### src/rtl/hm01b0_pixel_capture_if.sv
// ----------------------------------------------------------------------------
// hm01b0_pixel_capture_if
// Output byte stream of the HM01B0 pixel capture block.
//   out_data  [7:0]  pixel byte at the FIFO head
//   out_sof          head byte is the first pixel of a frame
//   out_sol          head byte is the first pixel of a line
//   out_valid        FIFO non-empty
//   out_ready        consumer accepts the head when out_valid & out_ready
// The master modport is used by the capture block; the slave by the consumer.
// ----------------------------------------------------------------------------
`timescale 1ns/1ps

interface hm01b0_pixel_capture_if;
    logic [7:0] out_data;
    logic       out_sof;
    logic       out_sol;
    logic       out_valid;
    logic       out_ready;

    modport master (
        output out_data, out_sof, out_sol, out_valid,
        input  out_ready
    );

    modport slave (
        input  out_data, out_sof, out_sol, out_valid,
        output out_ready
    );
endinterface

### src/rtl/hm01b0_pixel_capture.sv
// ----------------------------------------------------------------------------
// hm01b0_pixel_capture
// Captures HM01B0 parallel pixel bytes into the system clock domain and
// buffers them in a small FIFO presented as a valid/ready byte stream.
// Also reports per-frame pixel/line totals and counts pixels dropped when
// the FIFO is full.
// Ports:
//   clock, reset        system clock, asynchronous active-high reset
//   enable              capture enable, sampled when a frame starts
//   pixclk/hsync/vsync  camera strobes (asynchronous)
//   pixdata [7:0]       camera pixel byte (asynchronous)
//   out                 output stream (hm01b0_pixel_capture_if.master)
//   frame_done          one-cycle pulse at the end of a captured frame
//   frame_pixels        pixels seen in the last completed frame (incl. dropped)
//   frame_lines [11:0]  lines seen in the last completed frame
//   drop_count [15:0]   saturating count of pixels dropped on overflow
// ----------------------------------------------------------------------------
`timescale 1ns/1ps

module hm01b0_pixel_capture #(
    parameter int FIFO_AW = 4,
    parameter int CNT_W   = 24
) (
    input  logic                  clock,
    input  logic                  reset,
    input  logic                  enable,
    input  logic                  pixclk,
    input  logic                  hsync,
    input  logic                  vsync,
    input  logic [7:0]            pixdata,
    hm01b0_pixel_capture_if.master out,
    output logic                  frame_done,
    output logic [CNT_W-1:0]      frame_pixels,
    output logic [11:0]           frame_lines,
    output logic [15:0]           drop_count
);

    localparam int                DEPTH   = 2 ** FIFO_AW;
    localparam logic [FIFO_AW-1:0] PTR_ONE = 1;
    localparam logic [FIFO_AW:0]   CNT_ONE = 1;
    localparam logic [CNT_W-1:0]   PIX_ONE = 1;

    typedef enum logic [1:0] {ST_SYNC, ST_ARMED, ST_FRAME} state_e;

    // ---------------- input synchronizers: {pixclk, hsync, vsync, pixdata}
    logic [10:0] sync_s1_q, sync_s2_q;
    logic        pixclk_s3_q, hsync_s3_q, vsync_s3_q;
    // settle_q[1] marks that sync_s2_q holds a real sample rather than the
    // reset value, so SYNC cannot mistake a high vsync for a low one.
    logic [1:0]  settle_q;

    always_ff @(posedge clock or posedge reset) begin
        if (reset) begin
            sync_s1_q   <= '0;
            sync_s2_q   <= '0;
            pixclk_s3_q <= 1'b0;
            hsync_s3_q  <= 1'b0;
            vsync_s3_q  <= 1'b0;
            settle_q    <= '0;
        end else begin
            // NOTE: non-blocking assignments let every flop sample the old
            // value of its neighbour, which is what makes this a shift chain.
            sync_s1_q   <= {pixclk, hsync, vsync, pixdata};
            sync_s2_q   <= sync_s1_q;
            pixclk_s3_q <= sync_s2_q[10];
            hsync_s3_q  <= sync_s2_q[9];
            vsync_s3_q  <= sync_s2_q[8];
            settle_q    <= {settle_q[0], 1'b1};
        end
    end

    logic       pixclk_s2, hsync_s2, vsync_s2;
    logic [7:0] pixdata_s2;
    logic       px_edge, vs_rise, vs_fall, hs_rise;

    assign pixclk_s2  = sync_s2_q[10];
    assign hsync_s2   = sync_s2_q[9];
    assign vsync_s2   = sync_s2_q[8];
    assign pixdata_s2 = sync_s2_q[7:0];
    assign px_edge    = pixclk_s2 & ~pixclk_s3_q;
    assign vs_rise    = vsync_s2 & ~vsync_s3_q;
    assign vs_fall    = ~vsync_s2 & vsync_s3_q;
    assign hs_rise    = hsync_s2 & ~hsync_s3_q;

    // ---------------- FIFO
    logic [9:0]         mem_q [DEPTH];
    logic [FIFO_AW-1:0] wr_ptr_q, rd_ptr_q;
    logic [FIFO_AW:0]   count_q;
    logic               full, not_empty, pop, wr_en, accept;
    logic [9:0]         wr_word, head;

    state_e state_q, state_d;
    logic   sof_pend_q, sof_pend_d, sol_pend_q, sol_pend_d;
    logic [CNT_W-1:0] pix_cnt_q, pix_cnt_d, frame_pixels_q, frame_pixels_d;
    logic [11:0]      line_cnt_q, line_cnt_d, frame_lines_q, frame_lines_d;
    logic             frame_done_q, frame_done_d;
    logic [15:0]      drop_q;

    assign not_empty = (count_q != '0);
    assign full      = count_q[FIFO_AW];       // count reaches DEPTH only when full
    assign pop       = not_empty & out.out_ready;
    assign accept    = (state_q == ST_FRAME) & px_edge & vsync_s2 & hsync_s2;
    // A pop in the same cycle frees the slot the full FIFO needs.
    assign wr_en     = accept & (~full | pop);
    // A line that starts on this very cycle marks this pixel as its first.
    assign wr_word   = {sof_pend_q, sol_pend_q | hs_rise, pixdata_s2};
    assign head      = mem_q[rd_ptr_q];

    // NOTE: the storage array has no reset; emptiness is tracked by count_q
    // and the outputs are gated while empty, so stale contents never leak.
    always_ff @(posedge clock) begin
        if (wr_en) mem_q[wr_ptr_q] <= wr_word;
    end

    always_ff @(posedge clock or posedge reset) begin
        if (reset) begin
            wr_ptr_q <= '0;
            rd_ptr_q <= '0;
            count_q  <= '0;
            drop_q   <= '0;
        end else begin
            if (wr_en) wr_ptr_q <= wr_ptr_q + PTR_ONE;
            if (pop)   rd_ptr_q <= rd_ptr_q + PTR_ONE;
            case ({wr_en, pop})
                2'b10:   count_q <= count_q + CNT_ONE;
                2'b01:   count_q <= count_q - CNT_ONE;
                default: count_q <= count_q;
            endcase
            if (accept && !wr_en && drop_q != 16'hFFFF) drop_q <= drop_q + 16'd1;
        end
    end

    // ---------------- frame FSM and counters
    always_ff @(posedge clock or posedge reset) begin
        if (reset) begin
            state_q        <= ST_SYNC;
            sof_pend_q     <= 1'b0;
            sol_pend_q     <= 1'b0;
            pix_cnt_q      <= '0;
            line_cnt_q     <= '0;
            frame_pixels_q <= '0;
            frame_lines_q  <= '0;
            frame_done_q   <= 1'b0;
        end else begin
            state_q        <= state_d;
            sof_pend_q     <= sof_pend_d;
            sol_pend_q     <= sol_pend_d;
            pix_cnt_q      <= pix_cnt_d;
            line_cnt_q     <= line_cnt_d;
            frame_pixels_q <= frame_pixels_d;
            frame_lines_q  <= frame_lines_d;
            frame_done_q   <= frame_done_d;
        end
    end

    always_comb begin
        // NOTE: every variable gets a default before the case so that no
        // path leaves it unassigned, which would infer a latch.
        state_d        = state_q;
        sof_pend_d     = sof_pend_q;
        sol_pend_d     = sol_pend_q;
        pix_cnt_d      = pix_cnt_q;
        line_cnt_d     = line_cnt_q;
        frame_pixels_d = frame_pixels_q;
        frame_lines_d  = frame_lines_q;
        frame_done_d   = 1'b0;
        case (state_q)
            ST_SYNC: begin
                // Discard any frame already in progress when reset released.
                if (settle_q[1] && !vsync_s2) state_d = ST_ARMED;
            end
            ST_ARMED: begin
                if (vs_rise && enable) begin
                    state_d    = ST_FRAME;
                    sof_pend_d = 1'b1;
                    sol_pend_d = 1'b1;
                    pix_cnt_d  = '0;
                    line_cnt_d = '0;
                end
            end
            ST_FRAME: begin
                if (hs_rise) begin
                    sol_pend_d = 1'b1;
                    line_cnt_d = line_cnt_q + 12'd1;
                end
                if (accept) begin
                    pix_cnt_d = pix_cnt_q + PIX_ONE;
                    // A dropped byte leaves the markers for the next stored one.
                    if (wr_en) begin
                        sof_pend_d = 1'b0;
                        sol_pend_d = 1'b0;
                    end
                end
                if (vs_fall) begin
                    frame_done_d   = 1'b1;
                    frame_pixels_d = pix_cnt_d;
                    frame_lines_d  = line_cnt_d;
                    state_d        = ST_ARMED;
                end
            end
            default: state_d = ST_SYNC;
        endcase
    end

    assign out.out_valid = not_empty;
    assign out.out_data  = not_empty ? head[7:0] : 8'h00;
    assign out.out_sol   = not_empty & head[8];
    assign out.out_sof   = not_empty & head[9];
    assign frame_done    = frame_done_q;
    assign frame_pixels  = frame_pixels_q;
    assign frame_lines   = frame_lines_q;
    assign drop_count    = drop_q;

endmodule
### src/flat_wrapper.sv
// flat-port wrapper written by rule: the top's interface ports become plain ports
module hm01b0_pixel_capture_flat 
#(
    parameter int FIFO_AW = 4,
    parameter int CNT_W   = 24
)
  (clock, reset, enable, pixclk, hsync, vsync, pixdata, frame_done, frame_pixels, frame_lines, drop_count, out_out_data, out_out_sof, out_out_sol, out_out_valid, out_out_ready);
  hm01b0_pixel_capture_if out_i ();
  input  logic clock;
  input  logic reset;
  input  logic enable;
  input  logic pixclk;
  input  logic hsync;
  input  logic vsync;
  input  logic [7:0] pixdata;
  output logic frame_done;
  output logic [CNT_W-1:0] frame_pixels;
  output logic [11:0] frame_lines;
  output logic [15:0] drop_count;
  output wire logic [$bits(out_i.out_data)-1:0] out_out_data;
  output wire logic [$bits(out_i.out_sof)-1:0] out_out_sof;
  output wire logic [$bits(out_i.out_sol)-1:0] out_out_sol;
  output wire logic [$bits(out_i.out_valid)-1:0] out_out_valid;
  input wire logic [$bits(out_i.out_ready)-1:0] out_out_ready;
  assign out_out_data = out_i.out_data;
  assign out_out_sof = out_i.out_sof;
  assign out_out_sol = out_i.out_sol;
  assign out_out_valid = out_i.out_valid;
  assign out_i.out_ready = out_out_ready;
  hm01b0_pixel_capture #(.FIFO_AW(FIFO_AW), .CNT_W(CNT_W)) u_core (.clock(clock), .reset(reset), .enable(enable), .pixclk(pixclk), .hsync(hsync), .vsync(vsync), .pixdata(pixdata), .out(out_i), .frame_done(frame_done), .frame_pixels(frame_pixels), .frame_lines(frame_lines), .drop_count(drop_count));
endmodule
### config.mk
export PLATFORM = sky130hd
export DESIGN_NAME = hm01b0_pixel_capture_flat
export DESIGN_NICKNAME = d
export VERILOG_FILES = /design/src/rtl/hm01b0_pixel_capture_if.sv /design/src/rtl/hm01b0_pixel_capture.sv /design/src/flat_wrapper.sv
export SDC_FILE = /design/constraint.sdc
export NUM_CORES = 1
export LEC_CHECK = 0
export CAP_MARGIN = 20
export CORE_MARGIN = 2
export CORE_UTILIZATION = 55
export DETAILED_ROUTE_END_ITERATION = 7
export MAX_ROUTING_LAYER = met4
export PLACE_DENSITY = 0.76
export SYNTH_ARGS = -nofsm -noshare
export SYNTH_HDL_FRONTEND = slang
export SYNTH_SLANG_ARGS = --single-unit
export TNS_END_PERCENT = 20
### constraint.sdc
create_clock -name clock -period 11.85 [get_ports clock]
set_clock_uncertainty 0.2 [all_clocks]
set_input_delay 2.37 -clock clock [delete_from_list [all_inputs] [get_ports clock]]
set_output_delay 2.37 -clock clock [all_outputs]
set_load 0.02 [all_outputs]
Word-level counts from Yosys, hierarchy flattened
Memory sizes are Yosys's and may differ from the RTL's.
Cells that the tools add are included.
{"block": "word_totals", "ff_bits": 133, "ramBits": 160, "inputBits": 15, "output_inout_bits": 64, "word_cells": 92, "n_memories": 1}
{"name": "u_core.mem_q", "depth": 16, "width": 10, "rd": 1, "rd_clocked_by_memory_dff": 0, "wr": 1, "line_no": "hm01b0_pixel_capture.sv:86", "text": "logic [9:0] mem_q [DEPTH];"}
{"block": "op_classes", "n_addsub": 7, "eq_ne": 10, "muxes": 24, "bitwise": 18, "reduce_logical": 14}
{"operator": "24-bit 2-to-1 mux", "count": 2}
{"operator": "24-bit case mux with 2 select lines", "count": 1}
{"operator": "24-bit by 1-bit adder with 24-bit output (second input constant)", "count": 1}
{"operator": "12-bit 2-to-1 mux", "count": 2}
{"operator": "12-bit case mux with 2 select lines", "count": 1}
{"operator": "16-bit by 1-bit adder with 16-bit output (second input constant)", "count": 1}
{"operator": "16-bit != test (second input constant)", "count": 1}
{"operator": "12-bit by 1-bit adder with 12-bit output (second input constant)", "count": 1}
{"operator": "1-bit AND", "count": 11}
{"operator": "1-bit 2-to-1 mux", "count": 10}
{"operator": "2-bit by 1-bit != test with 1-bit output (second input constant)", "count": 5}
{"operator": "5-bit case mux with 2 select lines", "count": 1}
{"operator": "4-bit by 1-bit adder with 4-bit output (second input constant)", "count": 2}
{"operator": "8-bit 2-to-1 mux", "count": 1}
{"operator": "2-bit 2-to-1 mux", "count": 3}
{"operator": "2-bit case mux with 3 select lines", "count": 1}
{"operator": "5-bit by 1-bit adder with 5-bit output (second input constant)", "count": 1}
{"operator": "1-bit NOT", "count": 5}
{"operator": "5-bit nonzero test", "count": 1}
{"operator": "5-bit by 1-bit subtractor with 5-bit output (second input constant)", "count": 1}
{"operator": "2-bit by 1-bit equality test with 1-bit output (second input constant)", "count": 2}
{"operator": "2-bit equality test (second input constant)", "count": 2}
{"operator": "1-bit logical AND", "count": 4}
{"operator": "1-bit case mux with 2 select lines", "count": 2}
{"operator": "other kinds (7)", "count": 11}

Longest topological paths before layout
Gate-level depths: netlist of the first run.
{"block": "logic_depth", "word_depth": 9, "depth_mapped": 13, "ltp_nobuf": 11}

Least setup slack after synthesis of the first run
OpenSTA, ideal clock, no wires.
{"block": "synth_path", "path_type": "input port to flip-flop", "startpoint": "input out_out_ready", "endpoint": "register u_core.count_q[4]", "setup_ps": 80, "arrival_ps": 4270, "required_ps": 11570, "setup_slack_ps": 7300, "path_stages": 11, "n_path_buf": 1, "path_cell_list": "nor2b_1 > nor3_2 > inv_1 > ha_1 > clkbuf_1 > xor2_1 > ha_1 > o211ai_1 > a21oi_1 > o21bai_1 > xnor2_1"}
{"block": "synth_between", "elab_chain_len": 5, "elab_cells_between_ends": 7, "classes_between": "eq/ne: 2; mux: 1; bitwise: 3; reduce/logical: 1"}
{"item": "start, declared", "line_no": "flat_wrapper.sv:24", "text": "input wire logic [$bits(out_i.out_ready)-1:0] out_out_ready;"}
{"item": "1-bit AND *", "line_no": "hm01b0_pixel_capture.sv:101", "text": "assign pop = not_empty & out.out_ready;"}
{"item": "1-bit OR", "line_no": "hm01b0_pixel_capture.sv:104", "text": "assign wr_en = accept & (~full | pop);"}
{"item": "1-bit AND", "line_no": "hm01b0_pixel_capture.sv:104"}
{"item": "2-bit by 1-bit equality test with 1-bit output / 2-bit equality test (equally long branches)", "line_no": "hm01b0_pixel_capture.sv:124", "text": "case ({wr_en, pop})"}
{"item": "5-bit case mux with 2 select lines / 2-bit nonzero test (equally long branches)"}
{"item": "end signal, assigned", "line_no": "hm01b0_pixel_capture.sv:125", "text": "2'b10: count_q <= count_q + CNT_ONE;"}
{"item": "end signal, assigned", "line_no": "hm01b0_pixel_capture.sv:126", "text": "2'b01: count_q <= count_q - CNT_ONE;"}
{"item": "end signal, assigned", "line_no": "hm01b0_pixel_capture.sv:127", "text": "default: count_q <= count_q;"}
{"item": "end, declared", "line_no": "hm01b0_pixel_capture.sv:88", "text": "logic [FIFO_AW:0] count_q;"}
Mark *: on every way between the ends. The rest lies on a longest branch, timed or not.
A chain may end at the register's enable or synchronous reset.

Worst setup path in the final report of the first run
{"block": "layout_path", "startpoint": "register u_core.rd_ptr_q[1]", "endpoint": "output out_out_data[1]"}
{"block": "layout_between", "elab_chain_len": 2}
{"item": "start, declared", "line_no": "hm01b0_pixel_capture.sv:87", "text": "logic [FIFO_AW-1:0] wr_ptr_q, rd_ptr_q;"}
{"item": "start signal, assigned", "line_no": "hm01b0_pixel_capture.sv:123", "text": "if (pop) rd_ptr_q <= rd_ptr_q + PTR_ONE;"}
{"item": "memory read 16 x 10 bit"}
{"item": "8-bit 2-to-1 mux", "line_no": "hm01b0_pixel_capture.sv:206", "text": "assign out.out_data = not_empty ? head[7:0] : 8'h00;"}
{"item": "end, declared", "line_no": "flat_wrapper.sv:20", "text": "output wire logic [$bits(out_i.out_data)-1:0] out_out_data;"}
No other way between the ends.

==> flow_summary.json, run 1 <==
{
  "ff_latch_area_mm2": 0.00813,
  "ys_types": 47,
  "critPathMaxStageDelay_ns": 0.76,
  "worst_setup_path_end_kind": "output pin",
  "route.final.wire_length_mm": 23.4,
  "io_buffers": 78,
  "route.detailed.drc": 0,
  "synthFlopType": "edfxtp_1",
  "post_cts_resized": 0,
  "drtAntennaViolNets": 0,
  "fillers": 1475,
  "cp.required_ns": 9.28,
  "slowest_stage": "dfrtp_1",
  "antenna_cells": 0,
  "grt-ovfl-total": 0,
  "ys_ff_latch": 293,
  "nets": 911,
  "yosys-top-cells-count": "160 x edfxtp_1, 133 x dfrtp_1, 61 x nor2_1",
  "min_to": "u_core.sync_s2_q[3]$_DFF_PP0_",
  "max_freq_mhz": 175,
  "min_period_ns": 5.71,
  "yosysWarningCount": 0,
  "dp_hpwl_mm": 14.4,
  "clock-root-buffer": "clkbuf_16",
  "grt_use_total": 0.217,
  "dr.pass1.iters": 4,
  "path_clk_slew_ns": 0.06,
  "initial_core_util": 0.563,
  "slew_headroom": 0.240,
  "cts_tree": "built",
  "yosysMostFrequentCell": "edfxtp_1",
  "yosysTopAreaCell": "edfxtp_1",
  "fin_area_mm2": 0.0140,
  "netlist_area_mm2": 0.0119,
  "die-area_mm2": 0.0228,
  "clk_latency_ns": 0.53,
  "syn_nets": 822,
  "slew_violations": 0,
  "power.density_mw_per_mm2": 219,
  "crit_family": "buffers and inverters",
  "synth_edf_count": 160,
  "drv_cap": 0,
  "rr_worst_depth": 10,
  "grt_max_degree": 71,
  "io_pins": 79,
  "wl_per_cell_um": 19.8,
  "setup_violations": 0,
  "core_area_mm2": 0.0211,
  "routabilityCongestion": 0.771,
  "fin_tns_setup_ns": 0,
  "path_buf_inv": 2,
  "cts_hold_buf": 0,
  "worstHoldPathType": "reg2reg",
  "total_leakage_power_nw": 5.23,
  "htreeDepth": 1,
  "layout-drive-gt1-share": 0.142,
  "ir_drop_mv": 0.166,
  "critical_path_class": "reg2out",
  "start_kind": "flop",
  "die_w_um": 151,
  "status": "completed",
  "post_cts_buffers": 0,
  "crit_arrival_ns": 3.14,
  "grt_pass1_wl_mm": 36.5,
  "rrSetupSlack_ns": 8.78,
  "finalHoldViolCount": 0,
  "fp.dieH_um": 151,
  "num_vias": 6799,
  "multi_input_area_mm2": 0.00355,
  "rsz0062_at_grt": "no",
  "num_rows": 53,
  "yosysTopAreaCellShare": 0.404,
  "period_share": 0.482,
  "r2r_start": "u_core.sync_s2_q[9]$_DFF_PP0_",
  "synth_area_leaders": "edfxtp_1 40%, dfrtp_1 28%, mux4_2 7.6%, mux2i_1 2.4%, nor2_1 1.9%",
  "clockBufferDepth": 3,
  "synthCells": 795,
  "syn2layout_area_growth_pct": 17.6,
  "syn-mean-instance-area_um2": 14.9,
  "tightest_slew_ns": 1.14,
  "async_flop_share": 0.454,
  "grt_pass1_vias": 6823,
  "min_path_cells": 0,
  "postPlaceCellArea_mm2": 0.0129,
  "vias_per_cell": 5.76,
  "antenna_found_initial": 0,
  "dr.first_iter.drc_count": 387,
  "min_from": "u_core.sync_s1_q[3]$_DFF_PP0_",
  "path_cells": "buf_4, mux4_2, mux2i_1, o22ai_1, clkdlybuf4s50_1",
  "cp_max_fo": 28,
  "ys_seq_area_frac": 0.684,
  "hold_slack_ns": 0.147,
  "r2r-end": "u_core.count_q[4]$_DFFE_PP0P_",
  "cts_sinks": 293,
  "cts_buffers": 29
}
[worst max path at each step]
stage,start,cells past startpoint,to
floorplan,reset,1,u_core.count_q[0]$_DFFE_PP0P_
global placement,out_out_ready,11,u_core.count_q[2]$_DFFE_PP0P_
detailed placement,out_out_ready,11,u_core.count_q[4]$_DFFE_PP0P_
CTS,u_core.rd_ptr_q[1]$_DFFE_PP0P_,5,out_out_data[1]
global route,u_core.rd_ptr_q[0]$_DFFE_PP0P_,5,out_out_sof
finish,u_core.rd_ptr_q[1]$_DFFE_PP0P_,5,out_out_data[1]
[cells by family after synthesis]
family	synth area share
AO/OA/AOI/OAI	0.0544
XOR/XNOR	0.0346
adder cells (fa/ha/maj)	0.0126
buffers and inverters	0.0165
flip-flops	0.684
multiplexers	0.115
other	0.000316
AND/OR/NAND/NOR	0.0816
[where the power goes]
group / switching (mW) / internal (mW)
clock network: 0.371 / 0.553
registers: 0.103 / 1.19
logic: 0.422 / 0.416
[placed cells by master (no fill, tap or decap), drive strengths merged, types with 12 or more instances in the layout]
cell and instances:
edfxtp 160, dfrtp 133, clkdlybuf4s50 78, nor2 62
nand2 49, a21oi 44, mux4 40, clkbuf 38
o21ai 36, mux2i 29, xor2 24, xnor2 23
nand3 21, nand4 17, mux2 16, buf 15
inv 13, ha 12
[sequential cells by signal (all words and copies together) (netlist names), 4 cells and up]
register,flops
u_core.sync_s2_q,11
u_core.frame_pixels,24
u_core.wr_ptr_q,4
u_core.pix_cnt_q,24
u_core.line_cnt_q,12
u_core.rd_ptr_q,4
u_core.count_q,5
u_core.frame_lines,12
u_core.drop_count,16
u_core.mem_q,160
u_core.sync_s1_q,11
[metrics by stage]
step	util	total power [mW]	setup slack (ns)	instances
CTS	0.660	3.08	6.09	1176
floorplan	-	1.84	5.73	795
detailed placement	0.614	2.15	6.56	1123
global placement	0.614	2.13	6.64	1123
global route	0.663	3.19	5.96	1181
finish	0.663	3.06	6.14	1181
[routing by layer]
| layer | wire (um) | global-route usage |
|---|---|---|
| met1 | 9930 | 0.287 |
| met2 | 11700 | 0.352 |
| met3 | 1240 | 0.0340 |
| met4 | 510 | 0.0668 |
| met5 | 0 | - |
[worst register-to-register path: stages (launching register included)]
cell and delay (ns):
dfrtp_1 0.53, nand4b_4 0.22, nor3_2 0.52, inv_1 0.16
ha_1 0.34, xor2_1 0.18, ha_1 0.22, o211ai_1 0.21
a21oi_1 0.10, o21bai_1 0.19, xnor2_1 0.13
[area by class of cell]
| cell class | instances | area share |
|---|---|---|
| clock buffers | 38 | 0.0588 |
| multi-input cells | 455 | 0.254 |
| inverters | 12 | 0.00358 |
| flip-flops and latches | 293 | 0.582 |
| clock inverters | 15 | 0.0114 |
| well taps | 275 | 0.0246 |
| repair buffers | 93 | 0.0653 |
Power figures use the tool's default switching activity.
==> run 2, diff against run 1 <==
--- a/config.mk
+++ b/config.mk
@@ -7,10 +7,10 @@
 export LEC_CHECK = 0
 export CAP_MARGIN = 20
 export CORE_MARGIN = 2
-export CORE_UTILIZATION = 55
+export CORE_UTILIZATION = 53
 export DETAILED_ROUTE_END_ITERATION = 7
 export MAX_ROUTING_LAYER = met4
-export PLACE_DENSITY = 0.76
+export PLACE_DENSITY = 0.77
 export SYNTH_ARGS = -nofsm -noshare
 export SYNTH_HDL_FRONTEND = slang
 export SYNTH_SLANG_ARGS = --single-unit
==> constraint.sdc (replaced) <==
create_clock -name clock -period 4.9 [get_ports clock]
set_clock_uncertainty 0.2 [all_clocks]
set_input_delay 0.98 -clock clock [delete_from_list [all_inputs] [get_ports clock]]
set_output_delay 0.98 -clock clock [all_outputs]
set_load 0.02 [all_outputs]
==> run 2 against run 1 <==
Effect of this change: core utilization is 2.8 points lower; sequential share of layout area grew 0.31 points; combinational power is 150% higher; flip-flop and latch count stayed put; die area up 3.7%; total power up 140%; register-to-register slack worse by 6.9 ns; first-iteration DRC count rose by 53%; design area is 0.53% lower; via count increased by 1.9%; critical endpoint is now out_out_sof.
==> flow_summary.json, run 2 (synthesis results as in run 1) <==
{
  "status": "completed",
  "ir_drop_mv": 0.476,
  "drt-met1-wl_mm": 10.4,
  "num_vias": 6930,
  "post_cts_buffers": 0,
  "cp.required_ns": 3.72,
  "finalHoldViolCount": 0,
  "max_freq_mhz": 247,
  "grt_pass1_vias": 7035,
  "seq_power_share": 0.430,
  "slowest_stage": "clkdlybuf4s50_1",
  "path_clk_slew_ns": 0.06,
  "internal_power_mw": 5.12,
  "min_period_ns": 4.05,
  "crit_arrival_ns": 2.87,
  "clk_latency_ns": 0.53,
  "multi_input_area_mm2": 0.00355,
  "grt_use_total": 0.211,
  "nets": 912,
  "dp_hpwl_mm": 14.5,
  "cts_hold_buf": 0,
  "worstHoldPathType": "reg2reg",
  "route.detailed.drc": 0,
  "worst_setup_path_end_kind": "output pin",
  "htreeDepth": 1,
  "clockBufferDepth": 3,
  "setup_violations": 0,
  "layout-drive-gt1-share": 0.131,
  "fin_tns_setup_ns": 0,
  "post_cts_resized": 0,
  "fp.dieH_um": 154,
  "drtAntennaViolNets": 0,
  "vias_per_cell": 5.85,
  "routabilityCongestion": 0.808,
  "critical_path_class": "reg2out",
  "fillers": 1587,
  "p_sw_mw": 2.18,
  "critPathMaxStageDelay_ns": 0.68,
  "dr.first_iter.drc_count": 591,
  "wl_met2_mm": 11.8,
  "power_mw": 7.30,
  "combPwrFrac": 0.283,
  "antenna_cells": 0,
  "drv_cap": 0,
  "path_cells": "buf_4, mux4_2, mux2i_1, o22ai_1, clkdlybuf4s50_1",
  "power.density_mw_per_mm2": 525,
  "ff_latch_area_mm2": 0.00813,
  "p_sw_frac": 0.299,
  "antenna_found_initial": 0,
  "die_w_um": 154,
  "wl_per_cell_um": 20.2,
  "largest_reg_flops": 160,
  "die-area_mm2": 0.0236,
  "cts_sinks": 293,
  "highest_layer": "met4",
  "pre_cts_ws_ns": 1.03,
  "cts_buffers": 28,
  "grt-ovfl-total": 0,
  "clock-root-buffer": "clkbuf_16",
  "period_share": 0.826,
  "grt_pass1_wl_mm": 38.5,
  "slew_violations": 0,
  "slew_headroom": 0.282,
  "dr.pass1.iters": 5,
  "rsz0062_at_grt": "no",
  "final_common_cell": "edfxtp_1",
  "wl_met3_mm": 1.34,
  "io_buffers": 78,
  "initial_core_util": 0.543,
  "io_pins": 79,
  "layout_common_cells": "160 x edfxtp_1, 132 x dfrtp_1, 78 x clkdlybuf4s50_1, 61 x nor2_1, 49 x nand2_1",
  "grt_max_degree": 98,
  "start_kind": "flop",
  "route.final.wire_length_mm": 23.9,
  "core_area_mm2": 0.0219,
  "total_leakage_power_nw": 5.18,
  "num_rows": 54,
  "tightest_slew_ns": 1.07,
  "syn2layout_area_growth_pct": 17.0,
  "p_clk_frac": 0.288,
  "cp_max_fo": 43,
  "cts_tree": "built",
  "top_register": "u_core.mem_q",
  "finalWorstSetupSlack_ns": 0.852
}
run 2: worst max-delay path, delay by kind of cell, from the launching register on:
kind            cells  cell delay [ns]
buf+inv             2             1.19
flops               1             0.33
mux                 2             0.42
compound gates      1             0.36
run 2: area by class of cell:
class,count,area share
Timing Repair Buffer,95,0.0662
Sequential cell,293,0.585
Multi-Input combinational cell,455,0.256
Inverter,12,0.00360
Clock inverter,19,0.0118
Tap cell,280,0.0252
Clock buffer,30,0.0525
run 2: final timing paths:
path,slack [ns],cells past startpoint,from,end
min in group asynchronous,0.81,2,reset,u_core.drop_count[12]$_DFFE_PP0P_
hold / removal,0.15,0,u_core.sync_s1_q[4]$_DFF_PP0_,u_core.sync_s2_q[4]$_DFF_PP0_
setup / recovery,0.85,5,u_core.rd_ptr_q[1]$_DFFE_PP0P_,out_out_sof
setup reg to reg,1.86,10,u_core.sync_s2_q[9]$_DFF_PP0_,u_core.count_q[4]$_DFFE_PP0P_
hold reg to reg,0.15,0,u_core.sync_s1_q[4]$_DFF_PP0_,u_core.sync_s2_q[4]$_DFF_PP0_
max in group asynchronous,2.79,3,reset,u_core.sync_s2_q[4]$_DFF_PP0_
run 2: power by group through the flow:
stage / logic, mW / registers [mW] / clock network, mW
after floorplan: 1.17 / 3.27 / 0
after global placement: 2.03 / 3.17 / 0
after detailed placement: 2.08 / 3.17 / 0
after CTS: 2.09 / 3.13 / 2.13
after global routing: 2.24 / 3.17 / 2.24
final: 2.06 / 3.14 / 2.10
run 2: through the flow:
step                      utilization  hold slack, ns  area, um^2  std cells
after floorplan                     -           0.131       11900        795
after global placement          0.594           0.132       13000       1134
after detailed placement        0.594           0.136       13000       1134
after CTS                       0.635           0.150       13900       1183
after global routing            0.635           0.155       13900       1184
final                           0.635           0.147       13900       1184
run 2: metal layers:
layer / vias to the layer above / global-route usage
met1: 3547 / 0.291
met2: 199 / 0.342
met3: 35 / 0.0310
li1: 3149 / -
met5: - / -
met4: 0 / 0.0433
